--- src/rtl/flag_ctrl.sv ---
// flag_ctrl: round-robin arbiter for the flagstore write port plus save/restore LIFO.
// The save/restore stack is built only when FLAG_CTRL_STACK_EN is defined.
module flag_ctrl #(
  parameter int NREQ  = 2,
  parameter int DEPTH = 4
) (
  input  logic                         clk,
  input  logic                         nrst,
  input  logic [0:NREQ-1]              req_valid,
  input  logic [0:4*NREQ-1]            req_mask,
  input  logic [0:4*NREQ-1]            req_flags,
  output logic [0:NREQ-1]              req_ready,
  input  logic                         save,
  input  logic                         restore,
  input  logic [0:3]                   cur_flags,
  output logic [0:3]                   flag_mask,
  output logic [0:3]                   new_flags,
  output logic [$clog2(DEPTH+1)-1:0]   stack_count,
  output logic                         stack_full,
  output logic                         stack_empty,
  output logic                         stack_err
);
  localparam int PW = $clog2(NREQ);
  localparam int CW = $clog2(DEPTH+1);
  logic [PW-1:0]   rr_q, rr_d, idx;
  logic            found, do_restore;
  logic [0:3]      top, msk, flg;
  logic [0:NREQ-1] rdy;
  always_comb begin
    rdy   = '0;
    msk   = '0;
    flg   = '0;
    rr_d  = rr_q;
    found = 1'b0;
    idx   = '0;
    for (int k = 0; k < NREQ; k++) begin
      idx = PW'((int'(rr_q) + k) % NREQ);
      if (!found && req_valid[idx]) begin
        found    = 1'b1;
        rdy[idx] = 1'b1;
        msk      = req_mask[4*idx +: 4];
        flg      = req_flags[4*idx +: 4];
        rr_d     = PW'((int'(idx) + 1) % NREQ);
      end
    end
    if (do_restore) begin
      rdy  = '0;
      msk  = 4'b1111;
      flg  = top;
      rr_d = rr_q;
    end
  end
  assign req_ready = nrst ? rdy : '0;
  assign flag_mask = nrst ? msk : '0;
  assign new_flags = nrst ? flg : '0;
  always_ff @(posedge clk or negedge nrst)
    if (!nrst) rr_q <= '0;
    else       rr_q <= rr_d;
`ifdef FLAG_CTRL_STACK_EN
  localparam int AW = (DEPTH > 1) ? $clog2(DEPTH) : 1;
  logic [0:3]    stk_q [DEPTH];
  logic [0:3]    stk_d [DEPTH];
  logic [CW-1:0] cnt_q, cnt_d;
  logic          err_q, err_d, full, empty;
  logic [AW-1:0] top_i;
  assign empty      = (cnt_q == '0);
  assign full       = (cnt_q == CW'(DEPTH));
  assign top_i      = AW'(cnt_q - 1'b1);
  assign top        = stk_q[top_i];
  assign do_restore = restore && !empty;
  always_comb begin
    stk_d = stk_q;
    cnt_d = cnt_q;
    err_d = err_q;
    if (do_restore && save) stk_d[top_i] = cur_flags;
    else if (do_restore) cnt_d = cnt_q - 1'b1;
    else begin
      // here restore can only mean underflow; a full save is dropped
      err_d = err_q | restore | (save & full);
      if (save && !full) begin
        stk_d[AW'(cnt_q)] = cur_flags;
        cnt_d = cnt_q + 1'b1;
      end
    end
  end
  always_ff @(posedge clk or negedge nrst)
    if (!nrst) begin
      cnt_q <= '0;
      err_q <= 1'b0;
    end else begin
      cnt_q <= cnt_d;
      err_q <= err_d;
    end
  always_ff @(posedge clk) stk_q <= stk_d;
  assign stack_count = cnt_q;
  assign stack_full  = full;
  assign stack_empty = empty;
  assign stack_err   = err_q;
`else
  logic unused_stack;
  assign unused_stack = ^{save, restore, cur_flags};
  assign do_restore   = 1'b0;
  assign top          = '0;
  assign stack_count  = '0;
  assign stack_full   = 1'b0;
  assign stack_empty  = 1'b1;
  assign stack_err    = 1'b0;
`endif
endmodule

--- config.mk ---
export PLATFORM = sky130hd
export DESIGN_NAME = flag_ctrl
export DESIGN_NICKNAME = d
export VERILOG_FILES = /design/src/rtl/flag_ctrl.sv
export SDC_FILE = /design/constraint.sdc
export NUM_CORES = 1
export LEC_CHECK = 0
export BUFFER_PORTS_ARGS = -buffer_cell sky130_fd_sc_hd__buf_2
export CAP_MARGIN = 20
export CORE_AREA = 2 2 39 41
export DETAILED_ROUTE_END_ITERATION = 16
export DIE_AREA = 0 0 41 43
export SYNTH_ARGS = -nofsm -noshare
export SYNTH_HDL_FRONTEND = slang
export SYNTH_SLANG_ARGS = --single-unit
export TNS_END_PERCENT = 50
--- constraint.sdc ---
create_clock -name clk -period 0.9 [get_ports clk]
set_clock_uncertainty 0.1 [all_clocks]
set_input_delay 0.09 -clock clk [delete_from_list [all_inputs] [get_ports clk]]
set_output_delay 0.09 -clock clk [all_outputs]
set_load 0.05 [all_outputs]
## Word level (Yosys, flattened, before mapping)

Index checks and enable logic that the tools add are counted.

| cells by class | value |
|---|---|
| muxes and demuxes | 22 |
| magnitude comparators | 4 |
| bitwise operators | 5 |
| shift-type cells | 4 |
| reductions and logical operators | 5 |
| $add $sub $neg | 2 |

Operators with widths:

| cell | number |
|---|---|
| variable part select 8 x 33 -> 9 bit | 4 |
| inverter 3 -> 33 bit | 2 |
| two-way mux 4 bit | 6 |
| two-way mux 1 bit | 11 |
| two-way mux 2 bit | 3 |
| greater-or-equal comparator 2 bit (second input constant) | 2 |
| < comparator 2 x 1 -> 1 bit (second input constant) | 2 |
| inverter 1 -> 2 bit | 2 |
| logical AND 1 bit | 3 |
| adder 1 bit (second input constant) | 2 |
| demux 1 bit (select 1 bit) | 2 |
| OR 2 bit | 1 |
| nonzero test 2 bit | 1 |
| zero test 1 bit | 1 |

| word-level totals | value |
|---|---|
| logic and storage cells | 43 |
| output and inout bits | 16 |
| bits in registers | 1 |

## Logic depth before layout (Yosys ltp)

| depth | value |
|---|---|
| depth in word-level cells | 9 |
| mapped depth | 4 |
| gate-level depth less buffers | 3 |

## Worst setup path before layout

OpenSTA, ideal clock, no wires.

| timing path | value |
|---|---|
| path kind | register to output |
| start | reg rr_q |
| end | out flag_mask[0] (netlist name) |
| stages on the path, launching flop included | 4 |
| setup slack | -683 ps |
| data arrival time | 1393 ps |
| cells stage by stage | dfrtp_1 nand2_2 nand2_2 o22ai_1 |

| on the way | value |
|---|---|
| cells in the longest elaborated chain, start to end | 9 |
| elaborated cells on any way between the ends | 19 |

RTL lines:

| element | line | source |
|---|---|---|
| start: declaration | 25 | `logic [PW-1:0] rr_q, rr_d, idx;` |
| start signal: assignment | 58 | `else rr_q <= rr_d;` |
| inverter 1 -> 2 bit (not written as such) | 38 | `if (!found && req_valid[idx]) begin` |
| two-way mux 1 bit (not written as such) (3 in series) | 38 |  |
| two-way mux 1 bit | 38 |  |
| zero test 1 bit | 38 |  |
| logical AND 1 bit | 38 |  |
| two-way mux 4 bit * | 38 |  |
| two-way mux 4 bit * | 54 | `assign flag_mask = nrst ? msk : '0;` |
| end: declaration | 16 | `output logic [0:3] flag_mask,` |

Mark *: on every way between the ends. The rest lies on a longest branch, timed or not. The select of a mux whose other input is x is not followed.

## Worst setup path in the final report

| timing path | value |
|---|---|
| start | reg rr_q |
| end | out new_flags[3] (netlist name) |

| on the way | value |
|---|---|
| cells in the longest elaborated chain, start to end | 9 |
| elaborated cells on any way between the ends | 19 |

RTL lines:

| element | line | source |
|---|---|---|
| inverter 1 -> 2 bit (not written as such) | 38 |  |
| two-way mux 1 bit (not written as such) (3 in series) | 38 |  |
| two-way mux 1 bit | 38 |  |
| zero test 1 bit | 38 |  |
| logical AND 1 bit | 38 |  |
| two-way mux 4 bit * | 38 |  |
| two-way mux 4 bit * | 55 | `assign new_flags = nrst ? flg : '0;` |
| end: declaration | 17 | `output logic [0:3] new_flags,` |

Marks and branches as above.

==> results.cfg <==
[outcome]
status = finished, violations left
violations = setup timing

[clock_tree]
clk-insertion-delay-late_ns = 0
clk_pin_slew_worst_paths_ns = 0

[sta]
fin_crit_sh = 1.322
hold_viol_final = 0
setup_violations = 11
grt_setup_unrepaired = true
slew_violations = 0
fin_ws_ns = -0.2895
max_freq_mhz = 840.7
min_period_ns = 1.189

[layout]
largest_registers = rr_q (1)
antenna_cells = 0
nNetsFinal = 103
regMostFlops = rr_q
areaGrowthSynthToFinish_pct = 148.8
instances_no_fill = 91
largest_reg_flops = 1
layout-drive-gt1-share = 0.6667

[routing]
drcViolationCount = 0
ant_nets = 0
vias_per_cell = 4.176
drt_iter0_markers = 0
routed_wl_microns = 846
vias = 380
firstDrtPassIters = 1
avgRoutedWirePerCell_microns = 9.297

[yosys]
syn_area_per_cell_sq_um = 6.140
synth_most_common_cell = nand2_1
yosysWarningCount = 0
async_flop_share = 1.000
netlist.area_leader.share = 0.2275
synth-edff-count = 0
synth_area_sq_um = 264.0
synthTopCellsByArea = nand2_1 (23%), buf_4 (20%), o22ai_1 (17%)
yosysSeqAreaShare = 0.09479
ys_ff_latch = 1
synthCells = 43
synth_cell_types = 13
synth_ff_type = dfrtp_1
synth_area_leader_cell = nand2_1
yosys-top-cells-count = nand2_1 (16), buf_4 (7), o22ai_1 (7)

[setup_path]
rr_endpoint = rr_q
worstPathCellList = nand2_4, nand2_8, o22ai_4, buf_6
critPathRequiredTime_ns = 0.71
crit_type = flop to output pin
rr_worst_depth = 4
crit_family = flip-flops
critPathCaptureType = output pin
critPathLaunchType = flop
ff2ff_setup_slack_ns = -0.18
r2r_start = rr_q
slowest_stage = dfrtp_2
cp_max_fo = 5
slowest_delay_ns = 0.42
cp_num_buf_inv = 1
arrival_ns = 1.00

[global_route]
grt_pass1_wl_mm = 1.297
first_global_vias = 312
grt_usage = 0.09910
grt_max_degree = 11
grt.overflow.total = 0
antenna_found_initial = 0

[place]
preCtsSetupSlack_ns = -0.4350
hpwl_microns = 655.2
dpl.cell_count = 87
place.gp.congestion = 0.5879
port_buffers = 29

[worst_hold_path]
min-delay-start = req_valid[0]
hold_path_end = rr_q
min_path_cells = 2
min_path_type = input port to flop

[power_and_ir_drop]
total_power_mw = 0.6103
vdd_ir_drop_max_uv = 531.4
leakage_nw = 0.2915
power_density_mw_per_mm2 = 929.2

[die]
die_h_microns = 43
ios = 42
die_area_sq_mm = 0.001763
floorplan.initialDensity = 0.1908
core_area_sq_mm = 0.001384
placementRows = 14
die_x_microns = 41

[flow_run]
max_cap_viol_count = 0
[per-layer routing]
layer / vias to the layer above / global-route usage / part of all wire
li1: 196 / - / -
met1: 165 / 0.1497 / 0.38
met2: 19 / 0.1594 / 0.51
met3: 0 / 0.005236 / 0.11
met4: 0 / 0 / 0
met5: - / 0 / 0
[where the power goes]
group          internal, mW  switching, mW
sequential           0.0539         0.0120
combinational         0.206          0.339
clock                     0              0
total                 0.259          0.351
[cells by family after synthesis]
logic type,count (synthesis),synth area share
simple gates,20,0.3033
flops,1,0.09477
other cells,2,0.02845
buf+inv,10,0.2701
compound gates,10,0.3033
[per-stage QoR]
step | setup TNS, ns | util | hold WS [ns] | instance area, sq um
final | -2.860 | 0.4747 | 0.3943 | 656.9
after global routing | -3.200 | 0.4747 | 0.4184 | 656.9
after CTS | -2.862 | 0.4684 | 0.3656 | 648.1
after detailed placement | -4.080 | 0.3861 | -0.09406 | 534.3
after global placement | -3.900 | 0.3861 | -0.1006 | 534.3
after floorplan | -3.722 | - | -0.3056 | 397.9
[final cells by class]
| cell class | instances | area (sq um) |
|---|---|---|
| inverters | 2 | 7.507 |
| repair buffers | 35 | 267.8 |
| fillers | 144 | 726.9 |
| multi-input cells | 37 | 335.3 |
| flip-flops and latches | 1 | 26.28 |
| well taps | 16 | 20.02 |
[layout by cell type, fill, tap and decap left out]
cell,n
buf_2,19
nand2_1,16
buf_6,10
o22ai_4,8
conb_1,6
buf_4,4
nand2_8,2
nand2_4,1
inv_2,1
o21ai_4,1
inv_1,1
nor2_2,1
nor2_4,1
o21a_1,1
dlygate4sd3_1,1
buf_12,1
dfrtp_2,1
[worst max path at each step]
stage / start / to / slack [ns] / cells past startpoint
after global routing: rr_q / flag_mask[0] / -0.32 / 4
after floorplan: rr_q / flag_mask[0] / -0.39 / 2
after global placement: rr_q / new_flags[2] / -0.42 / 4
after detailed placement: rr_q / flag_mask[2] / -0.44 / 4
after CTS: rr_q / flag_mask[1] / -0.29 / 4
final: rr_q / new_flags[3] / -0.29 / 4
[timing repair]
action	CTS	global route
resized for setup	23	1
endpoints found under the hold margin	1	0
cloned	1	0
pin swaps	2	2
setup buffers	2	0
hold buffers	1	0
setup endpoints to repair	10	11
Power figures use the tool's default switching activity.
